### src/rtl/tuner_pkg.sv
// Shared types and constants for the station tuner: FSM states, gain format,
// scan-hold length and the debug view of the control state.
package tuner_pkg;

    typedef enum logic [2:0] {
        IDLE,
        FADE_OUT,
        RETUNE,
        SETTLE,
        FADE_IN
    } tuner_state_t;

    localparam int                GAIN_W    = 9;
    localparam logic [GAIN_W-1:0] GAIN_ONE  = 9'd256;
    localparam int                SCAN_HOLD = 16000;

    typedef struct packed {
        tuner_state_t state;
        logic         pend_valid;
        logic         pend_up;
        logic         lvl_up;
        logic         lvl_dn;
    } tuner_dbg_t;

endpackage

### src/rtl/key_debounce.sv
// Push-button conditioner: 2-flop synchroniser, en32k-rate debounce counter and
// a one-cycle pulse (on the en32k cycle) when the debounced level rises.
module key_debounce #(
    parameter int DEBOUNCE = 640
) (
    input  logic clk,
    input  logic reset,
    input  logic en_i,
    input  logic key_i,
    output logic level_o,
    output logic rise_o
);
    localparam int CW = $clog2(DEBOUNCE + 1);

    logic [1:0]    sync_q;
    logic [CW-1:0] cnt_q;
    logic          level_q;
    logic          flip;

    // The counter tracks consecutive samples that disagree with the held level.
    assign flip = (sync_q[1] != level_q) && (cnt_q == CW'(DEBOUNCE - 1));

    always_ff @(posedge clk or posedge reset) begin
        if (reset) begin
            sync_q  <= '0;
            cnt_q   <= '0;
            level_q <= 1'b0;
        end else begin
            sync_q <= {sync_q[0], key_i};
            if (en_i) begin
                if (sync_q[1] == level_q) begin
                    cnt_q <= '0;
                end else if (flip) begin
                    cnt_q   <= '0;
                    level_q <= sync_q[1];
                end else begin
                    cnt_q <= cnt_q + 1'b1;
                end
            end
        end
    end

    assign level_o = level_q;
    assign rise_o  = en_i & flip & sync_q[1];

endmodule

### src/rtl/station_tuner.sv
// Channel tuner with click-free soft-mute retune sequencing.
// Define TUNER_SCAN_EN to enable auto-repeat while a key is held.
module station_tuner
    import tuner_pkg::*;
#(
    parameter int     width_dds    = 32,
    parameter longint K_BASE       = 1565873835,
    parameter int     K_STEP       = 1789570,
    parameter int     N_CHAN       = 206,
    parameter int     INIT_CHAN    = 0,
    parameter int     DEBOUNCE     = 640,
    parameter int     SETTLE_TICKS = 320
) (
    input  logic                 clk,
    input  logic                 reset,
    input  logic                 en32k,
    input  logic                 key_up,
    input  logic                 key_down,
    input  logic signed [15:0]   demod_in,
    output logic signed [15:0]   audio_out,
    output logic [width_dds-1:0] K,
    output logic [7:0]           chan,
    output logic                 busy,
    output tuner_dbg_t           dbg_o
);
    localparam int SW = $clog2(SETTLE_TICKS + 1);
    localparam logic [width_dds-1:0] K_INIT  = width_dds'(K_BASE + longint'(INIT_CHAN) * longint'(K_STEP));
    localparam logic [width_dds-1:0] K_FIRST = width_dds'(K_BASE);
    localparam logic [width_dds-1:0] K_LAST  = width_dds'(K_BASE + longint'(N_CHAN - 1) * longint'(K_STEP));
    localparam logic [width_dds-1:0] K_INC   = width_dds'(K_STEP);

    tuner_state_t         state_q;
    logic [GAIN_W-1:0]    g_q;
    logic [SW-1:0]        settle_q;
    logic [7:0]           chan_q;
    logic [width_dds-1:0] k_q;
    logic                 busy_q, pend_valid_q, pend_up_q, dir_up_q;
    logic signed [15:0]   audio_q, audio_d;
    logic signed [23:0]   prod;
    logic                 up_level, up_rise, dn_level, dn_rise;
    logic                 scan_up, scan_dn, req_up, req_dn;

    key_debounce #(.DEBOUNCE(DEBOUNCE)) u_deb_up (
        .clk(clk), .reset(reset), .en_i(en32k), .key_i(key_up),
        .level_o(up_level), .rise_o(up_rise)
    );
    key_debounce #(.DEBOUNCE(DEBOUNCE)) u_deb_dn (
        .clk(clk), .reset(reset), .en_i(en32k), .key_i(key_down),
        .level_o(dn_level), .rise_o(dn_rise)
    );

`ifdef TUNER_SCAN_EN
    localparam int HW = $clog2(SCAN_HOLD + 1);
    logic [HW-1:0] hold_up_q, hold_dn_q;

    // Hold counters saturate so a long press keeps re-arming on every IDLE.
    always_ff @(posedge clk or posedge reset) begin
        if (reset) begin
            hold_up_q <= '0;
            hold_dn_q <= '0;
        end else if (en32k) begin
            if (!up_level)                      hold_up_q <= '0;
            else if (hold_up_q != HW'(SCAN_HOLD)) hold_up_q <= hold_up_q + 1'b1;
            if (!dn_level)                      hold_dn_q <= '0;
            else if (hold_dn_q != HW'(SCAN_HOLD)) hold_dn_q <= hold_dn_q + 1'b1;
        end
    end

    assign scan_up = en32k && (hold_up_q == HW'(SCAN_HOLD)) && (state_q == IDLE) && !pend_valid_q;
    assign scan_dn = en32k && (hold_dn_q == HW'(SCAN_HOLD)) && (state_q == IDLE) && !pend_valid_q;
`else
    assign scan_up = 1'b0;
    assign scan_dn = 1'b0;
`endif

    // Coincident up and down requests cancel each other.
    assign req_up = (up_rise | scan_up) & ~(dn_rise | scan_dn);
    assign req_dn = (dn_rise | scan_dn) & ~(up_rise | scan_up);

    // |demod * g| <= 2^23, so a 24-bit signed product cannot overflow.
    assign prod    = 24'(demod_in) * 24'($signed({1'b0, g_q}));
    assign audio_d = 16'(prod >>> 8);

    always_ff @(posedge clk or posedge reset) begin
        if (reset) begin
            state_q      <= SETTLE;
            g_q          <= '0;
            settle_q     <= '0;
            chan_q       <= 8'(INIT_CHAN);
            k_q          <= K_INIT;
            busy_q       <= 1'b1;
            pend_valid_q <= 1'b0;
            pend_up_q    <= 1'b0;
            dir_up_q     <= 1'b0;
            audio_q      <= '0;
        end else if (en32k) begin
            audio_q <= audio_d;
            if (req_up || req_dn) begin
                pend_valid_q <= 1'b1;
                pend_up_q    <= req_up;
            end else if (state_q == IDLE && pend_valid_q) begin
                pend_valid_q <= 1'b0;
            end
            case (state_q)
                IDLE: begin
                    g_q <= GAIN_ONE;
                    if (pend_valid_q) begin
                        state_q  <= FADE_OUT;
                        busy_q   <= 1'b1;
                        dir_up_q <= pend_up_q;
                    end
                end
                FADE_OUT: begin
                    g_q <= g_q - 1'b1;
                    if (g_q == GAIN_W'(1)) state_q <= RETUNE;
                end
                RETUNE: begin
                    if (dir_up_q) begin
                        if (chan_q == 8'(N_CHAN - 1)) begin
                            chan_q <= '0;
                            k_q    <= K_FIRST;
                        end else begin
                            chan_q <= chan_q + 1'b1;
                            k_q    <= k_q + K_INC;
                        end
                    end else begin
                        if (chan_q == 8'd0) begin
                            chan_q <= 8'(N_CHAN - 1);
                            k_q    <= K_LAST;
                        end else begin
                            chan_q <= chan_q - 1'b1;
                            k_q    <= k_q - K_INC;
                        end
                    end
                    settle_q <= '0;
                    state_q  <= SETTLE;
                end
                SETTLE: begin
                    if (settle_q == SW'(SETTLE_TICKS - 1)) begin
                        settle_q <= '0;
                        state_q  <= FADE_IN;
                    end else begin
                        settle_q <= settle_q + 1'b1;
                    end
                end
                FADE_IN: begin
                    g_q <= g_q + 1'b1;
                    if (g_q == GAIN_ONE - 1'b1) begin
                        state_q <= IDLE;
                        busy_q  <= 1'b0;
                    end
                end
                default: begin
                    state_q  <= SETTLE;
                    settle_q <= '0;
                    g_q      <= '0;
                    busy_q   <= 1'b1;
                end
            endcase
        end
    end

    assign audio_out = audio_q;
    assign K         = k_q;
    assign chan      = chan_q;
    assign busy      = busy_q;
    assign dbg_o     = '{state: state_q, pend_valid: pend_valid_q, pend_up: pend_up_q,
                         lvl_up: up_level, lvl_dn: dn_level};

endmodule

### config.mk
export PLATFORM = sky130hd
export DESIGN_NAME = station_tuner
export DESIGN_NICKNAME = d
export VERILOG_FILES = /design/src/rtl/tuner_pkg.sv /design/src/rtl/key_debounce.sv /design/src/rtl/station_tuner.sv
export SDC_FILE = /design/constraint.sdc
export NUM_CORES = 1
export LEC_CHECK = 0
export CORE_AREA = 8 8 155 157
export CTS_BUF_LIST = sky130_fd_sc_hd__clkbuf_4
export DETAILED_ROUTE_END_ITERATION = 6
export DIE_AREA = 0 0 163 165
export GPL_TIMING_DRIVEN = 1
export PLACE_DENSITY = 0.74
export SETUP_SLACK_MARGIN = 0.4
export SLEW_MARGIN = 20
export SYNTH_ARGS = -nofsm -noshare
export SYNTH_HDL_FRONTEND = slang
export SYNTH_HIERARCHICAL = 1
export SYNTH_SLANG_ARGS = --single-unit
### constraint.sdc
create_clock -name clk -period 7.84 [get_ports clk]
set_input_delay 1.568 -clock clk [delete_from_list [all_inputs] [get_ports clk]]
set_output_delay 1.568 -clock clk [all_outputs]
set_load 0.02 [all_outputs]
==> impl_metrics.ini <==
[grt]
antenna_found_initial = 1
grt_max_degree = 54
overflow = 0
grt_pass1_vias = 9688
grt_pass1_wl_mm = 48.0
grt_usage = 0.217

[clock_tree]
clk_latency_ns = 0.50
cts_root_buf = clkbuf_4
cts_buffers = 9
cts.clk_slew.worst_paths_ns = 0.17
cts_resized = 0
post_cts_buffers = 0
ctsHoldBuffers = 0
cts_tree = built
clockBufferDepth = 2
cts_sinks = 107
htree_levels = 3

[detailed_routing]
routedWlPerCell_um = 16.9
ant_nets = 0
viasPerCell = 5.86
vias = 9717
drt_drc_violations_left = 0
routed_wirelength_mm = 28.1
drt-pass1-iter-count = 5
drtIter0Drc = 682

[power]
power.density_nw_per_um2 = 424
p_leak_nw = 5.79
ir_worst_vdd_mv = 0.190

[floorplanning]
die_width_um = 163
coreArea_um2 = 21500
dieArea_um2 = 26900
num_rows = 54
die_h_um = 165
ios = 85
initial_core_util = 0.538

[yosys]
syn_nets = 1549
ys_seq_area_frac = 0.234
yosysMostFrequentCell = nand2_1
synth_common_cells = nand2_1, inv_1, fa_1
ys.flop_type = dfrtp_1
ys_seq_elements = 107
synth.avg_cell_area_um2 = 8.57
async_flop_share = 1.00
syn_inst = 1350
synth_area_um2 = 11600
yosys_warnings = 6
synth_edf_count = 0
synth_top_cell_area_share = 0.197
synthTopCellsByArea = fa_1, dfrtp_1, ha_1
synth_cell_types = 80
synth_top_area_cell = fa_1

[finish]
area_growth_pct = 9.26
fillers = 1941
nets = 1572
drive_above_1_share = 0.0595
utilization = 0.588

[critical_path]
cp_data_required_time_ns = 8.23
critPathBufInv = 4
crit_path_end_kind = register
crit_chain = clkdlybuf4s50_1 > nand2_1 > fa_1 > inv_1 > fa_1 > fa_1 > fa_1 > inv_1 > fa_1 > inv_1 > ha_1 > a21o_1 > a21o_1 > a21o_1 > a311oi_1 > a21oi_1 > nor3_1 > xnor2_1 > mux2_2
slowest_stage = clkdlybuf4s50_1
worstPathMaxFanout = 9
critical-path-max-stage-delay_ns = 0.70
crit_top_cell = fa_1
cpLargestDelayFamily = adder cells
startpoint_type = primary input
critical_path_class = in2reg
cp.arrival_ns = 7.39

[sta]
setup_ws_ns = 0.839
hold_viol = 0
tightest_slew_ns = 0.980
finalSetupTns_ns = 0
fin_crit_sh = 0.893
skew_ns = 0.0281
period_minus_slack_ns = 7.00
rsz0062_at_grt = false
setup_viol = 0
fmaxAchievable_mhz = 143
slew_violations = 0
maxSlewHeadroom = 0.347

[placed_design]
place_ws_ns = 0.329
dpl.hpwl_mm = 20.8
place_congestion = 0.881
portBuffers = 84

[job]
cap_violations = 0

[min_path]
min_path_type = reg2reg

[outcome]
outcome = completed
[registers in the layout (all words and copies together) (netlist names)]
register / count
K: 32
audio_out: 16
u_deb_dn/cnt_q: 10
u_deb_up/cnt_q: 10
g_q: 9
settle_q: 9
chan: 8
state_q: 3
u_deb_dn/sync_q: 2
u_deb_up/sync_q: 2
busy: 1
dir_up_q: 1
pend_up_q: 1
pend_valid_q: 1
u_deb_dn/level_o: 1
u_deb_up/level_o: 1
[final timing paths]
kind / start / endpoint / slack (ns) / cells after the start
setup / recovery: demod_in[6] / audio_out[14] / 0.84 / 19
hold / removal: u_deb_up/sync_q[0] / u_deb_up/sync_q[1] / 0.36 / 0
setup reg to reg: g_q[5] / audio_out[14] / 1.59 / 18
hold reg to reg: u_deb_up/sync_q[0] / u_deb_up/sync_q[1] / 0.36 / 0
max in group asynchronous: reset / settle_q[3] / 5.33 / 3
min in group asynchronous: reset / K[2] / 1.46 / 2
[per-layer routing]
layer | up-vias | GRT usage | share of wire
met4 | 0 | 0.0751 | 0.023
met5 | - | 0 | 0
met2 | 279 | 0.368 | 0.49
met3 | 49 | 0.0339 | 0.056
li1 | 4592 | - | -
met1 | 4797 | 0.280 | 0.43
[placed cells by master (no fill, tap or decap), drive strengths merged, types with 8 or more instances in the layout]
master	instances
nand2	168
inv	151
fa	114
dfrtp	86
and2	86
clkdlybuf4s50	83
o21ai	83
a21oi	78
nor2	70
ha	64
nor3	33
xnor2	31
nand3	29
a31oi	25
dfstp	21
and3	20
xor2	17
nand2b	14
a21o	14
mux2	13
nand4	12
o22ai	10
or3	9
nor2b	9
a211oi	9
clkbuf	9
o31ai	8
[worst register-to-register path, delay by kind of cell, from the launching register on]
kind	cells	cell delay, ns
adder cells (fa/ha/maj)	6	2.98
AO/OA/AOI/OAI	5	1.23
flip-flops	1	1.02
AND/OR/NAND/NOR	2	0.43
multiplexers	1	0.26
buffers and inverters	3	0.16
XOR/XNOR	1	0.09
[report_power, final]
group	switching [mW]	internal, mW
Combinational	2.12	1.73
Sequential	0.406	0.771
Clock	0.195	0.129
Total	2.73	2.63
[layout make-up]
class,count,area [um^2],share of cell area
Multi-Input combinational cell,1014,7970,0.631
Timing Repair Buffer,90,881,0.0697
Antenna cell,1,2.50,0.000198
Tap cell,280,350,0.0277
Clock inverter,7,91.3,0.00723
Sequential cell,107,2700,0.214
Clock buffer,9,67.6,0.00535
Inverter,151,568,0.0449
[logic make-up (layout without fill, tap and decap cells)]
logic type / count (synthesis) / in the layout / synth area share
buf+inv: 229 / 257 / 0.0771
mux: 18 / 18 / 0.0170
flops: 107 / 107 / 0.234
simple gates: 472 / 472 / 0.203
other cells: 0 / 1 / 0
xor+xnor: 48 / 48 / 0.0363
fa+ha+maj: 178 / 178 / 0.267
compound gates: 298 / 298 / 0.167
[stage by stage]
step	area, um^2	hold slack (ns)	total power, mW	instances
2_1_floorplan	11600	0.331	4.02	1350
6_report	12600	0.358	5.35	1659
5_1_grt	12600	0.363	6.01	1659
3_3_place_gp	12500	0.336	4.95	1642
3_5_place_dp	12500	0.339	5.06	1642
4_1_cts	12600	0.372	5.41	1658
(Power assumes the default switching activity.)
